[src/rtl/cpu_pkg.sv]
// cpu_pkg: shared definitions for the fetch unit and the CPU controller.
// Contents: fetch FSM state encodings, opcode/op constants, IR field
// bit positions and the sign_ext helper used by the decode outputs.
package cpu_pkg;

   typedef enum logic [1:0] {
      FS_IDLE  = 2'b00,
      FS_ISSUE = 2'b01,
      FS_WAIT  = 2'b10,
      FS_HOLD  = 2'b11
   } fetch_state_e;

   localparam logic [2:0] OPC_MOV = 3'b110;
   localparam logic [2:0] OPC_ALU = 3'b101;
   localparam logic [2:0] OPC_STR = 3'b100;
   localparam logic [2:0] OPC_LDR = 3'b011;

   localparam logic [1:0] OP_ADD = 2'b00;
   localparam logic [1:0] OP_CMP = 2'b01;
   localparam logic [1:0] OP_AND = 2'b10;
   localparam logic [1:0] OP_MVN = 2'b11;

   localparam int unsigned IR_W       = 16;
   localparam int unsigned IR_OPC_LSB = 13;
   localparam int unsigned IR_OP_LSB  = 11;
   localparam int unsigned IR_RN_LSB  = 8;
   localparam int unsigned IR_RD_LSB  = 5;
   localparam int unsigned IR_SH_LSB  = 3;
   localparam int unsigned IR_RM_LSB  = 0;

   // Replicate bit (width-1) of val into all bits at and above width.
   function automatic logic [15:0] sign_ext(input logic [15:0] val,
                                            input int unsigned width);
      logic [15:0] res;
      res = val;
      for (int unsigned i = 0; i < 16; i++) begin
         if (i >= width) res[4'(i)] = val[4'(width - 1)];
      end
      return res;
   endfunction

endpackage

[src/rtl/load_reg.sv]
// load_reg: enable register with synchronous active-high reset value.
// Ports: clk, reset, en_i (load enable), d_i (load value), q_o (register).
module load_reg #(
   parameter int unsigned   W       = 8,
   parameter logic [W-1:0]  RST_VAL = '0
) (
   input  logic         clk,
   input  logic         reset,
   input  logic         en_i,
   input  logic [W-1:0] d_i,
   output logic [W-1:0] q_o
);

   always_ff @(posedge clk) begin
      if (reset)     q_o <= RST_VAL;
      else if (en_i) q_o <= d_i;
   end

endmodule

[src/rtl/instr_fetch_unit.sv]
// instr_fetch_unit: owns PC and IR, sequences the RAM read of each
// instruction and hands it to the controller via fetch_req/ir_valid/ir_ack.
// Ports: clk/reset; fetch_req, ir_ack (controller handshake); data_access,
// data_addr (datapath RAM access); pc_load, pc_new (PC load); mem_addr,
// mem_rd, mem_rdata (RAM); ir, ir_valid, pc, busy, conflict (status);
// opcode, op, rn, rd, shift, rm, sximm8, sximm5 (decoded IR fields).
module instr_fetch_unit
   import cpu_pkg::*;
#(
   parameter int unsigned ADDR_W   = 8,
   parameter int unsigned DATA_W   = 16,
   parameter int unsigned RESET_PC = 0,
   parameter int unsigned MEM_LAT  = 1
) (
   input  logic              clk,
   input  logic              reset,
   input  logic              fetch_req,
   input  logic              ir_ack,
   input  logic              data_access,
   input  logic [ADDR_W-1:0] data_addr,
   input  logic              pc_load,
   input  logic [ADDR_W-1:0] pc_new,
   output logic [ADDR_W-1:0] mem_addr,
   output logic              mem_rd,
   input  logic [DATA_W-1:0] mem_rdata,
   output logic [DATA_W-1:0] ir,
   output logic              ir_valid,
   output logic [ADDR_W-1:0] pc,
   output logic              busy,
   output logic              conflict,
   output logic [2:0]        opcode,
   output logic [1:0]        op,
   output logic [2:0]        rn,
   output logic [2:0]        rd,
   output logic [1:0]        shift,
   output logic [2:0]        rm,
   output logic [15:0]       sximm8,
   output logic [15:0]       sximm5
);

   localparam int unsigned CNT_W = (MEM_LAT > 1) ? $clog2(MEM_LAT) : 1;

   fetch_state_e      state_q;
   logic [CNT_W-1:0]  cnt_q;
   logic              ir_valid_q;
   logic              conflict_q;
   logic              mem_rd_q;
   logic              busy_q;
   logic [ADDR_W-1:0] pc_q;
   logic [ADDR_W-1:0] pc_d;
   logic              pc_en;
   logic [DATA_W-1:0] ir_q;
   logic              capture_c;
   logic              idle_or_hold_c;

   assign capture_c      = (state_q == FS_WAIT) && (cnt_q == '0);
   assign idle_or_hold_c = (state_q == FS_IDLE) || (state_q == FS_HOLD);

   // PC next value: load only when no fetch is in flight, increment on capture.
   always_comb begin
      pc_en = 1'b0;
      pc_d  = pc_q;
      if (idle_or_hold_c && pc_load) begin
         pc_en = 1'b1;
         pc_d  = pc_new;
      end else if (capture_c) begin
         pc_en = 1'b1;
         pc_d  = pc_q + ADDR_W'(1);
      end
   end

   load_reg #(.W(ADDR_W), .RST_VAL(ADDR_W'(RESET_PC))) u_pc_reg (
      .clk   (clk),
      .reset (reset),
      .en_i  (pc_en),
      .d_i   (pc_d),
      .q_o   (pc_q)
   );

   load_reg #(.W(DATA_W), .RST_VAL('0)) u_ir_reg (
      .clk   (clk),
      .reset (reset),
      .en_i  (capture_c),
      .d_i   (mem_rdata),
      .q_o   (ir_q)
   );

   // Fetch sequencer; mem_rd and busy are registered alongside the state.
   always_ff @(posedge clk) begin
      if (reset) begin
         state_q    <= FS_IDLE;
         cnt_q      <= '0;
         ir_valid_q <= 1'b0;
         conflict_q <= 1'b0;
         mem_rd_q   <= 1'b0;
         busy_q     <= 1'b0;
      end else begin
         mem_rd_q <= 1'b0;
         // A datapath access during a fetch loses the address mux; flag it.
         if (busy_q && data_access) conflict_q <= 1'b1;
         case (state_q)
            FS_IDLE: begin
               if (fetch_req) begin
                  state_q  <= FS_ISSUE;
                  mem_rd_q <= 1'b1;
                  busy_q   <= 1'b1;
               end
            end
            FS_ISSUE: begin
               state_q <= FS_WAIT;
               cnt_q   <= CNT_W'(MEM_LAT - 1);
            end
            FS_WAIT: begin
               if (cnt_q == '0) begin
                  state_q    <= FS_HOLD;
                  ir_valid_q <= 1'b1;
                  busy_q     <= 1'b0;
               end else begin
                  cnt_q <= cnt_q - CNT_W'(1);
               end
            end
            FS_HOLD: begin
               if (ir_ack) begin
                  ir_valid_q <= 1'b0;
                  if (fetch_req) begin
                     state_q  <= FS_ISSUE;
                     mem_rd_q <= 1'b1;
                     busy_q   <= 1'b1;
                  end else begin
                     state_q <= FS_IDLE;
                  end
               end
            end
            default: state_q <= FS_IDLE;
         endcase
      end
   end

   // Datapath may steal the RAM address only while no fetch is in flight.
   assign mem_addr = (data_access && idle_or_hold_c) ? data_addr : pc_q;
   assign mem_rd   = mem_rd_q;
   assign ir       = ir_q;
   assign ir_valid = ir_valid_q;
   assign pc       = pc_q;
   assign busy     = busy_q;
   assign conflict = conflict_q;

   // Decode taken from the IR register only.
   assign opcode = ir_q[IR_OPC_LSB +: 3];
   assign op     = ir_q[IR_OP_LSB  +: 2];
   assign rn     = ir_q[IR_RN_LSB  +: 3];
   assign rd     = ir_q[IR_RD_LSB  +: 3];
   assign shift  = ir_q[IR_SH_LSB  +: 2];
   assign rm     = ir_q[IR_RM_LSB  +: 3];
   assign sximm8 = sign_ext({8'b0, ir_q[7:0]}, 8);
   assign sximm5 = sign_ext({11'b0, ir_q[4:0]}, 5);

endmodule
[config.mk]
export PLATFORM = sky130hd
export DESIGN_NAME = instr_fetch_unit
export DESIGN_NICKNAME = d
export VERILOG_FILES = /design/src/rtl/cpu_pkg.sv /design/src/rtl/load_reg.sv /design/src/rtl/instr_fetch_unit.sv
export SDC_FILE = /design/constraint.sdc
export NUM_CORES = 1
export LEC_CHECK = 0
export ABC_AREA = 1
export BUFFER_PORTS_ARGS = -buffer_cell sky130_fd_sc_hd__buf_2
export CAP_MARGIN = 20
export CORE_MARGIN = 10
export CORE_UTILIZATION = 28
export DETAILED_ROUTE_END_ITERATION = 8
export GPL_ROUTABILITY_DRIVEN = 0
export GPL_TIMING_DRIVEN = 0
export PLACE_DENSITY = 0.63
export SLEW_MARGIN = 20
export SYNTH_ARGS = -nofsm -noshare
export SYNTH_HDL_FRONTEND = slang
export SYNTH_SLANG_ARGS = --single-unit
[constraint.sdc]
create_clock -name clk -period 1.8 [get_ports clk]
set_input_delay 0.18 -clock clk [delete_from_list [all_inputs] [get_ports clk]]
set_output_delay 0.18 -clock clk [all_outputs]
set_load 0.02 [all_outputs]
==> impl_metrics.yaml, run 1 <==
run_status:
  status: "finished, final reports clean"
yosys:
  synthTopCellsByCount: "buf_4, nor2_1, dfxtp_1, o21ai_0, nand2_1"
  synth_cells: 265
  synthesis.nets: 310
  synth_top_area_frac: 0.3226
  avgSynthCellArea_sq_um: 7.026
  yosys_warnings: 0
  synthArstFlopShare: 0
  synth_edf_count: 0
  ys_ff_latch: 30
  ys.flop_type: "dfxtp_1"
  yosysMostFrequentCell: "buf_4"
  synth.distinct_cells: 22
  syn_area_sq_um: 1862
  yosysTopAreaCell: "dfxtp_1"
  ys_seq_area_frac: 0.3226
  synth_area_leaders: "dfxtp_1, buf_4, nor2_1"
detailed_routing:
  drtIter0Drc: 41
  avgRoutedWirePerCell_um: 13.32
  ant_nets: 0
  firstDrtPassIters: 4
  vias: 2018
  drc_errors: 0
  routed_wl_um: 6314
  viasPerCell: 4.257
timing:
  finalSetupViolCount: 0
  rsz0062_at_grt: "false"
  layout_min_cycle_time_ns: 1.735
  fin_crit_sh: 0.9639
  drv_slew: 0
  slew-limit-headroom: 0.6687
  tns_ns: 0
  hold_viol: 0
  worst_slew_pin_slew_ns: 0.4969
  fmax_ghz: 0.5764
  fin_skew_ns: 0.006491
  fin_hold_ws_ns: 0.1199
  layout_setup_ws_ns: 0.06494
floorplanning:
  start_util: 0.2899
  floorplan.rows: 29
  coreArea_sq_um: 6422
  die_h_um: 101.5
  io_pins: 122
  dieWidth_um: 101.5
  die_area_sq_um: 10310
placement:
  place_ws_ns: -0.0004652
  hpwl_um: 5037
  place_area_sq_um: 2564
  port-buffer-count: 121
cts:
  postCtsHoldBufs: 0
  cts_tree: "done"
  cts_sinks: 30
  htreeDepth: 2
  clockBufferDepth: 2
  numCtsBuffers: 5
  clock_latency_ns: 0.28
  path_clk_slew_ns: 0.07
  root_buffer: "clkbuf_8"
pwr:
  p_clk_frac: 0.093
  p_comb_frac: 0.687
  power_density_nw_per_um2: 2023
  p_leak_nw: 1.598
  p_seq_frac: 0.220
  max-vdd-ir-drop_mv: 0.4897
  p_int_mw: 2.755
  p_sw_frac: 0.5006
  p_switching_mw: 2.761
worst_setup_path:
  endpoint_kind: "output port"
  cp_max_fo: 8
  crit_type: "reg -> out"
  cp-start-kind: "register"
  cp.buffers_inverters: 4
  crit_arrival_ns: 1.56
  crit_chain: "inv_4 > ha_4 > inv_2 > nand2_4 > buf_4 > a21oi_1 > buf_4"
  cp_slowest_cell: "dfxtp_2"
  critPathMostFrequentCell: "buf_4"
  cp_top_family: "buffers and inverters"
  cp.required_ns: 1.62
  max_stage_delay_ns: 0.35
  regToRegSetupSlack_ns: 0.26
cells_and_area:
  nFillCells: 689
  num_antenna_cells: 0
  nets: 442
  drive_above_1_share: 0.5189
  fin_area_sq_um: 2726
  syn2layout_area_growth_pct: 46.44
grt:
  grt_antenna_before_repair: 0
  grt_pass1_vias: 1925
  grtUsageMet2: 0.2132
  grt_max_degree: 17
  grt_usage: 0.1165
  gr-usage-met3: 0.04152
  grt_use_met1: 0.1182
  grt_overflow_total: 0
  grt-busiest-layer: "met2"
  grt_pass1_wl_um: 9604
run:
  drv_cap: 0
worst_hold_path:
  min_path_type: "in -> reg"
final cells by class:
cell class                      count  area [sq um]  share of cell area
Buffer                             56         412.9              0.1514
Clock buffer                        7         76.32             0.02799
Inverter                           25         98.84             0.03626
Multi-Input combinational cell    154         785.8              0.2882
Sequential cell                    30         605.6              0.2221
Tap cell                           77         96.34             0.03534
Timing Repair Buffer              125         650.6              0.2386
worst min-delay path: stages:
cell    delay (ns)
buf_2         0.07
nor2_1        0.03
nor2_1        0.08
timing repair:
item,in CTS,in global routing
setup endpoints to repair,8,8
gates cloned,1,0
pin swaps,1,0
gates resized for setup,17,3
buffers inserted,3,0
flip-flops by register name (all words and copies together), names as in the netlist:
register,count
busy,1
mem_rd,1
u_pc_reg.q_o,8
u_ir_reg.q_o,16
conflict,1
state_q,2
ir_valid,1
metrics by stage:
step,power (mW),cells,utilization
after floorplan,3.677,265,-
after global placement,4.741,463,0.3992
after detailed placement,4.792,463,0.3992
after CTS,5.558,474,0.4237
after global routing,5.974,474,0.4245
final,5.516,474,0.4245
placed cells by master (no fill, tap or decap), drive strengths merged:
cell / count
ha: 7
dfxtp: 30
o21ai: 30
o22ai: 1
nand3: 9
inv: 25
buf: 179
a21oi: 20
nand2: 30
nor2: 51
clkbuf: 9
or2: 1
nor4: 1
nand4: 2
o211ai: 2
cell families after synthesis:
logic type,after synthesis,synth area share
AND/OR/NAND/NOR,94,0.2117
adder cells (fa/ha/maj),7,0.04704
AO/OA/AOI/OAI,53,0.1499
flip-flops,30,0.3226
buffers and inverters,81,0.2688
worst paths after layout:
kind | start | end | depth (start not counted)
max | state_q[1]$_SDFFE_PP0P_ | mem_addr[4] | 7
min | mem_rdata[4] | u_ir_reg.q_o[4]$_SDFFE_PP0P_ | 3
max reg2reg | state_q[0]$_SDFFE_PP0P_ | u_pc_reg.q_o[1]$_SDFFE_PP0P_ | 9
min reg2reg | conflict$_SDFFE_PP0P_ | conflict$_SDFFE_PP0P_ | 2
power groups by stage:
stage	Clock (mW)	Combinational [mW]	Sequential [mW]
after floorplan	0	2.22	1.46
after global placement	0	3.53	1.21
after detailed placement	0	3.56	1.23
after CTS	0.534	3.81	1.21
after global routing	0.562	4.15	1.26
final	0.512	3.79	1.22
metal layers:
layer / routed length (um) / vias up / share of wire
met5: 0 / - / 0
met4: 67 / 0 / 0.011
met3: 578 / 7 / 0.092
met2: 3178 / 68 / 0.50
met1: 2489 / 888 / 0.39
li1: - / 1055 / -
(Power assumes the default switching activity.)
==> inputs of run 2 (changes only) <==
Settings changed: CTS_BUF_LIST set to sky130_fd_sc_hd__clkbuf_8.
==> impl_metrics.yaml, run 2 (synthesized netlist as in run 1, its figures left out) <==
cells_and_area:
  regMostFlops: "u_ir_reg.q_o"
  nets: 442
  mostFrequentLayoutCells: "buf_2, buf_4, nor2_1, dfxtp_1, o21ai_0"
  final_common_cell: "buf_2"
  num_antenna_cells: 0
  drive_above_1_share: 0.5214
  largest_reg_flops: 16
  syn2layout_area_growth_pct: 46.64
  fin_area_sq_um: 2730
  fin_cells: 474
  top_regs: "u_ir_reg.q_o: 16 flops, u_pc_reg.q_o: 8 flops, state_q: 2 flops"
  fin_util: 0.4251
timing:
  finalSetupViolCount: 0
  fin_hold_ws_ns: 0.1208
  layout_setup_ws_ns: 0.06414
  layout_min_cycle_time_ns: 1.736
  slew-limit-headroom: 0.6687
  tns_ns: 0
  fin_crit_sh: 0.9644
  fmax_ghz: 0.5761
  fin_skew_ns: 0.005734
  hold_viol: 0
  rsz0062_at_grt: "false"
  drv_slew: 0
  worst_slew_pin_slew_ns: 0.4969
floorplanning:
  die_h_um: 101.5
  floorplan.rows: 29
  start_util: 0.2899
  die_area_sq_um: 10310
  io_pins: 122
  dieWidth_um: 101.5
  coreArea_sq_um: 6422
placement:
  place_ws_ns: -0.0004652
  hpwl_um: 5037
  place_area_sq_um: 2564
  dp_cells: 463
  port-buffer-count: 121
worst_setup_path:
  r2r_start: "state_q[0]$_SDFFE_PP0P_"
  crit_chain: "inv_4 > ha_4 > inv_2 > nand2_4 > buf_4 > a21oi_1 > buf_2"
  max_stage_delay_ns: 0.35
  r2r_cells: 9
  cp-endpoint: "mem_addr[7]"
  cp_max_fo: 8
  crit_type: "reg -> out"
  crit_path_start: "state_q[1]$_SDFFE_PP0P_"
  cp_top_family: "buffers and inverters"
  endpoint_kind: "output port"
  crit_arrival_ns: 1.56
  cp_slowest_cell: "dfxtp_2"
  cp.depth: 7
  cp.required_ns: 1.62
  regToRegSetupSlack_ns: 0.27
  r2r-end: "u_pc_reg.q_o[1]$_SDFFE_PP0P_"
  cp-start-kind: "register"
  cp.buffers_inverters: 4
detailed_routing:
  ant_nets: 0
  vias: 2024
  drtIter0Drc: 37
  viasPerCell: 4.270
  routed_wl_um: 6308
  avgRoutedWirePerCell_um: 13.31
  firstDrtPassIters: 4
  drc_errors: 0
cts:
  htreeDepth: 2
  postCtsHoldBufs: 0
  clockBufferDepth: 2
  root_buffer: "clkbuf_8"
  path_clk_slew_ns: 0.07
  cts_tree: "done"
  numCtsBuffers: 5
  cts_sinks: 30
  clock_latency_ns: 0.28
grt:
  grt_usage: 0.1165
  grt_pass1_vias: 1920
  grt_overflow_total: 0
  grt_max_degree: 17
  grt_antenna_before_repair: 0
  grt_pass1_wl_um: 9611
pwr:
  totalPowerFinal_mw: 5.510
  p_leak_nw: 1.606
  power_density_nw_per_um2: 2018
  max-vdd-ir-drop_mv: 0.4803
run:
  drv_cap: 0
run_status:
  status: "finished, final reports clean"
worst_hold_path:
  min_path_type: "in -> reg"
-- run 2: cell types whose count changed in the layout (fill, tap and decap cells not counted), sizes merged --
cell / before / now
clkbuf: 9 / 7
inv: 25 / 27
-- run 2: how the worst min path moves through the flow --
stage	from	end	depth (start not counted)
floorplan	reset	u_pc_reg.q_o[5]$_SDFFE_PP0P_	1
global placement	mem_rdata[5]	u_ir_reg.q_o[5]$_SDFFE_PP0P_	3
detailed placement	mem_rdata[14]	u_ir_reg.q_o[14]$_SDFFE_PP0P_	3
CTS	mem_rdata[14]	u_ir_reg.q_o[14]$_SDFFE_PP0P_	3
global route	mem_rdata[5]	u_ir_reg.q_o[5]$_SDFFE_PP0P_	3
finish	mem_rdata[4]	u_ir_reg.q_o[4]$_SDFFE_PP0P_	3
-- run 2: layer usage --
layer	global-route usage	share of wire
met4	0.04510	0.011
met1	0.1190	0.39
met2	0.2122	0.50
met3	0.04152	0.094
met5	0	0
-- run 2: layout make-up --
class	instances	area, sq um
repair buffers	125	650.6
inverters	25	98.84
multi-input cells	154	789.5
clock inverters	2	7.507
well taps	77	96.34
clock buffers	5	68.82
fillers	687	3692
plain buffers	56	412.9
flip-flops and latches	30	605.6
-- run 2: power breakdown --
part           leakage (nW)  switching, mW  internal (mW)
Clock                0.0466          0.244          0.254
Combinational          1.31           2.23           1.56
Sequential            0.248          0.284          0.932
-- run 2: worst reg2reg max path, delay by kind of cell (launching register included) --
kind | cells | cell delay [ns]
flops | 1 | 0.36
compound gates | 2 | 0.21
simple gates | 2 | 0.17
buf+inv | 4 | 0.42
fa+ha+maj | 1 | 0.26
-- run 2: repair_timing --
item,CTS,global route
setup buffers,3,0
cloned,1,0
endpoints found under the setup margin,8,6
gates resized for setup,14,8
pin swaps,1,0
